<file path="config.mk">
export PLATFORM = sky130hd
export DESIGN_NAME = adder_axi_sequencer
export DESIGN_NICKNAME = d
export VERILOG_FILES = /design/src/rtl/adder_axi_sequencer.sv
export SDC_FILE = /design/constraint.sdc
export NUM_CORES = 1
export LEC_CHECK = 0
export ABC_AREA = 1
export BUFFER_PORTS_ARGS = -buffer_cell sky130_fd_sc_hd__buf_2
export CORE_AREA = 4 4 127 129
export DETAILED_ROUTE_END_ITERATION = 10
export DIE_AREA = 0 0 131 133
export MAX_ROUTING_LAYER = met4
export PLACE_DENSITY_LB_ADDON = 0.08
export SYNTH_ARGS = -nofsm -noshare
export SYNTH_HDL_FRONTEND = slang
export SYNTH_SLANG_ARGS = --single-unit
</file>
<file path="constraint.sdc">
create_clock -name m1_axi_aclk -period 4.9 [get_ports m1_axi_aclk]
set_input_delay 0.735 -clock m1_axi_aclk [delete_from_list [all_inputs] [get_ports m1_axi_aclk]]
set_output_delay 0.735 -clock m1_axi_aclk [all_outputs]
set_load 0.005 [all_outputs]
</file>
<file path="src/rtl/adder_axi_sequencer.sv">
// adder_axi_sequencer: AXI4-Lite master that writes two operands to the adder slave, then reads back the sum and the overflow flag
module adder_axi_sequencer #(
  parameter int DATA_WIDTH = 32,
  parameter int ADDR_WIDTH = 8,
  parameter int ADDR_A = 0,
  parameter int ADDR_B = 4,
  parameter int ADDR_RES = 8,
  parameter int ADDR_OVF = 12,
  parameter int TIMEOUT = 64
) (
  input  logic                    m1_axi_aclk,
  input  logic                    m1_axi_aresetn,
  input  logic                    start,
  input  logic [DATA_WIDTH-1:0]   op_a,
  input  logic [DATA_WIDTH-1:0]   op_b,
  output logic                    busy,
  output logic                    done,
  output logic [DATA_WIDTH-1:0]   result,
  output logic                    overflow,
  output logic                    error,
  output logic [2:0]              err_state,
  output logic                    err_timeout,
  output logic [ADDR_WIDTH-1:0]   m1_axi_awaddr,
  output logic                    m1_axi_awvalid,
  input  logic                    m1_axi_awready,
  output logic [DATA_WIDTH-1:0]   m1_axi_wdata,
  output logic [DATA_WIDTH/8-1:0] m1_axi_wstrb,
  output logic                    m1_axi_wvalid,
  input  logic                    m1_axi_wready,
  input  logic                    m1_axi_bresp,
  input  logic                    m1_axi_bvalid,
  output logic                    m1_axi_bready,
  output logic [ADDR_WIDTH-1:0]   m1_axi_araddr,
  output logic                    m1_axi_arvalid,
  input  logic                    m1_axi_arready,
  input  logic [DATA_WIDTH-1:0]   m1_axi_rdata,
  input  logic                    m1_axi_rresp,
  input  logic                    m1_axi_rvalid,
  output logic                    m1_axi_rready
);
  typedef enum logic [2:0] {IDLE = 3'd0, WR_A = 3'd1, WR_B = 3'd2, RD_RES = 3'd3, RD_OVF = 3'd4, FIN = 3'd5} state_t;
  localparam logic [31:0] LAST = 32'(TIMEOUT - 1);
  state_t state;
  logic [DATA_WIDTH-1:0] b_q;
  logic [31:0] cnt;
  logic aw_d, w_d, b_d, aw_ok, w_ok, b_ok, wr_st, rd_st, r_hs, bad, fin, tmo;
  assign m1_axi_wstrb = {(DATA_WIDTH/8){m1_axi_wvalid}};
  always_comb begin
    wr_st = state == WR_A || state == WR_B;
    rd_st = state == RD_RES || state == RD_OVF;
    aw_ok = aw_d | (m1_axi_awvalid & m1_axi_awready);
    w_ok = w_d | (m1_axi_wvalid & m1_axi_wready);
    b_ok = b_d | (m1_axi_bvalid & m1_axi_bready);
    r_hs = rd_st & m1_axi_rvalid & m1_axi_rready;
    bad = wr_st ? m1_axi_bvalid & m1_axi_bready & ~m1_axi_bresp : r_hs & ~m1_axi_rresp;
    fin = wr_st ? aw_ok & w_ok & b_ok : r_hs;
    tmo = TIMEOUT != 0 && (wr_st || rd_st) && cnt == LAST && !fin && !bad;
  end
  always_ff @(posedge m1_axi_aclk) begin
    if (!m1_axi_aresetn) begin
      state <= IDLE;
      b_q <= '0;
      cnt <= '0;
      {aw_d, w_d, b_d} <= '0;
      {busy, done, overflow, error, err_timeout} <= '0;
      result <= '0;
      err_state <= '0;
      m1_axi_awaddr <= '0;
      m1_axi_wdata <= '0;
      m1_axi_araddr <= '0;
      {m1_axi_awvalid, m1_axi_wvalid, m1_axi_bready, m1_axi_arvalid, m1_axi_rready} <= '0;
    end else begin
      cnt <= cnt + 32'd1;
      aw_d <= aw_ok;
      w_d <= w_ok;
      b_d <= b_ok;
      m1_axi_awvalid <= m1_axi_awvalid & ~m1_axi_awready;
      m1_axi_wvalid <= m1_axi_wvalid & ~m1_axi_wready;
      m1_axi_bready <= m1_axi_bready & ~m1_axi_bvalid;
      if (r_hs && state == RD_RES) result <= m1_axi_rdata;
      if (r_hs && state == RD_OVF) overflow <= m1_axi_rdata[0];
      case (state)
        IDLE: if (start) begin
          state <= WR_A;
          b_q <= op_b;
          busy <= 1'b1;
          {error, err_timeout} <= '0;
          err_state <= '0;
          cnt <= '0;
          {aw_d, w_d, b_d} <= '0;
          m1_axi_awaddr <= ADDR_WIDTH'(ADDR_A);
          m1_axi_wdata <= op_a;
          {m1_axi_awvalid, m1_axi_wvalid, m1_axi_bready} <= '1;
        end
        FIN: begin
          done <= 1'b0;
          state <= IDLE;
        end
        default: if (bad || tmo) begin
          state <= FIN;
          {busy, done, error, err_timeout} <= {1'b0, 1'b1, 1'b1, tmo};
          err_state <= state;
          {m1_axi_awvalid, m1_axi_wvalid, m1_axi_bready, m1_axi_arvalid, m1_axi_rready} <= '0;
        end else if (fin) begin
          cnt <= '0;
          {aw_d, w_d, b_d} <= '0;
          case (state)
            WR_A: begin
              state <= WR_B;
              m1_axi_awaddr <= ADDR_WIDTH'(ADDR_B);
              m1_axi_wdata <= b_q;
              {m1_axi_awvalid, m1_axi_wvalid, m1_axi_bready} <= '1;
            end
            WR_B: begin
              state <= RD_RES;
              {m1_axi_awvalid, m1_axi_wvalid, m1_axi_bready} <= '0;
              m1_axi_araddr <= ADDR_WIDTH'(ADDR_RES);
              {m1_axi_arvalid, m1_axi_rready} <= '1;
            end
            RD_RES: begin
              state <= RD_OVF;
              m1_axi_araddr <= ADDR_WIDTH'(ADDR_OVF);
            end
            default: begin
              state <= FIN;
              {busy, done} <= 2'b01;
              {m1_axi_arvalid, m1_axi_rready} <= '0;
            end
          endcase
        end
      endcase
    end
  end
endmodule

</file>
==> impl_metrics.ini <==
[timing]
setup-tns-final_ns = 0
slew_headroom = 0.312
fin_crit_ns = 2.96
rsz0062_at_grt = false
fin_skew_ns = 0.00897
setup_viol = 0
hold_violations = 0
worst_pin_slew_ns = 1.03
final-max-slew-violation-count = 0
finalCritPeriodShare = 0.605
holdWs_ns = 0.445
clock.fmax_ghz = 0.338

[global_route]
grt_max_degree = 67
track_usage = 0.206
overflow = 0
grt_pass1_vias = 5984
grt_pass1_wl_mm = 28.5
antenna_found_initial = 0

[route]
dr.first_iter.drc_count = 354
wl_met1_mm = 7.85
routed_wl_mm = 17.5
antenna_left = 0
viasPerCell = 4.97
dr_wl_met3_mm = 1.41
dr.pass1.iters = 4
highest_layer = met4
wl_met2_mm = 7.99
drc = 0
avgRoutedWirePerCell_microns = 13.6
vias = 6361

[die]
die_y_microns = 133
core_area_sq_um = 15000
io_pins = 203
rows = 45
die-width_microns = 131
initial_core_util = 0.441
dieArea_sq_um = 17400

[placed_design]
routabilityCongestion = 0.861
dp_hpwl_mm = 12.0
io_buffers = 188

[power_and_ir_drop]
combinationalPowerShare = 0.330
p_seq_frac = 0.362
power_frac_clock = 0.307
p_int_mw = 2.72
peakVddDrop_mv = 0.307
power.switching_mw = 1.61
p_leak_nw = 3.58
p_sw_frac = 0.372
power.density_nw_per_um2 = 534

[synthesis]
ys_seq_area_frac = 0.450
synth_top_family_by_area = simple AND/OR/NAND/NOR gates
yosys.cell_types.count = 34
synth.area.mux_share = 0
yosys.area.top_type = dfxtp_1
avgSynthCellArea_sq_um = 7.19
synth_cells = 923
yosys-top-cells-area = dfxtp_1 45%, nand2_1 8.8%, nor2_1 8.8%
synth_compound_area_frac = 0.151
ys_warn_count = 0
synth_seq_cells = 149
yosysTopAreaCellShare = 0.450
synth_fa_ha_area_frac = 0.00189
synth_edf_count = 0
synth-simple-area-share = 0.262
synth_ff_type = dfxtp_1
synthXorXnorAreaFrac = 0.0264
synth.cell_area_sq_um = 6640
ys_async_sr_fraction = 0

[finish]
layout_common_cells = 188 x buf_2, 155 x nand2_1, 154 x nor2_1
final_common_cell = buf_2
drive_gt1_frac = 0.223
final_nets = 1188
fillers = 1566
antenna_cells = 0
area_growth_pct = 22.0

[setup_path]
cp-end-kind = register
cp_data_arrival_time_ns = 3.24
critPathMaxStageDelay_ns = 0.53
cp_top_family = simple AND/OR/NAND/NOR gates
cp-start-kind = register
crit_buf_inv = 2
cpMaxStageDelayCell = dfxtp_1
crit_chain = nor2_2, nand2_2, inv_2, nand2_2, nand2_1, inv_2, nand3_4, nand2_1, a21oi_1
path_class = register to register
required_ns = 5.18
cp_max_fo = 66

[clocking]
cts_buffer_depth = 2
clock_latency_ns = 0.42
cts_resized = 0
cts.reportedPaths.clkPinSlew_ns = 0.06
cts-root-buf = clkbuf_16
tritoncts = done
cts_setup_buffers = 0
cts_sinks = 149
numCtsBuffers = 17
cts_hold_buf = 0
htreeDepth = 4

[status]
status = finished clean

[job]
drv_cap = 0

[hold_path]
min_path_type = register to register
## synth_stat cells (5+ instances only)
cell        n
dfxtp_1   149
inv_1      80
nor2_1    155
buf_6       9
o21ai_1     5
nor3_1     17
buf_4      19
a21oi_1    82
o21ai_0   106
xor2_1     12
nand2_1   155
nand4_1    40
clkbuf_1   29
buf_2       8
xnor2_1     8
inv_2       5
nand3_1    19
nand2_2     5
## registers in the layout (all words and copies together) (netlist names), 2 cells and up
signal and count:
m1_axi_araddr 2, cnt 32, m1_axi_wdata 32, err_state 3, result 32, state 3
b_q 32
## worst register-to-register path, stage by stage, from the launching register on
cell and delay [ns]:
dfxtp_1 0.53, nor2_2 0.10, nand2_2 0.15, inv_2 0.38, nand2_2 0.31, nand2_1 0.09
inv_2 0.50, nand3_4 0.48, nand2_1 0.22, a21oi_1 0.07
## final timing paths
| path | to | depth (start not counted) | slack (ns) | start |
|---|---|---|---|---|
| worst max-delay path | m1_axi_wdata[7] | 9 | 1.94 | state[1] |
| worst min-delay path | b_q[30] | 2 | 0.44 | b_q[30] |
| worst max register to register | m1_axi_wdata[7] | 9 | 1.94 | state[1] |
| worst min register to register | b_q[30] | 2 | 0.44 | b_q[30] |
## power by group through the flow
stage,sequential [mW],combinational (mW),clock (mW)
3_3_place_gp,1.59,1.44,0
5_1_grt,1.59,1.65,1.40
2_1_floorplan,1.58,1.12,0
4_1_cts,1.57,1.45,1.35
3_5_place_dp,1.59,1.44,0
6_report,1.57,1.43,1.33
## logic make-up after synthesis
logic type	count (synthesis)
AO/OA/AOI/OAI	197
XOR/XNOR	20
adder cells (fa/ha/maj)	1
buffers and inverters	151
flip-flops	149
other	1
AND/OR/NAND/NOR	404
## area by class of cell
| type | count | area [sq um] | share of cell area |
|---|---|---|---|
| clock inverters | 12 | 153 | 0.0189 |
| repair buffers | 193 | 978 | 0.121 |
| multi-input cells | 635 | 2980 | 0.369 |
| flip-flops and latches | 149 | 2980 | 0.368 |
| well taps | 188 | 235 | 0.0291 |
| clock buffers | 19 | 443 | 0.0547 |
| inverters | 85 | 319 | 0.0394 |
## per-layer routing
layer	vias to the layer above	track usage
met5	-	-
met1	2864	0.265
met3	19	0.0674
li1	3284	-
met2	194	0.312
met4	0	0.0514
## stage by stage
| step | total power [mW] | cell area [sq um] | instances | utilization | setup slack (ns) |
|---|---|---|---|---|---|
| final | 4.32 | 8100 | 1281 | 0.538 | 1.94 |
| after global routing | 4.64 | 8100 | 1281 | 0.538 | 1.59 |
| after CTS | 4.37 | 8100 | 1281 | 0.538 | 1.89 |
| after detailed placement | 3.04 | 7500 | 1250 | 0.499 | 1.77 |
| after global placement | 3.03 | 7500 | 1250 | 0.499 | 1.73 |
| after floorplan | 2.70 | 6680 | 935 | - | 3.04 |
Note: power is estimated with default switching activity, not from simulation.
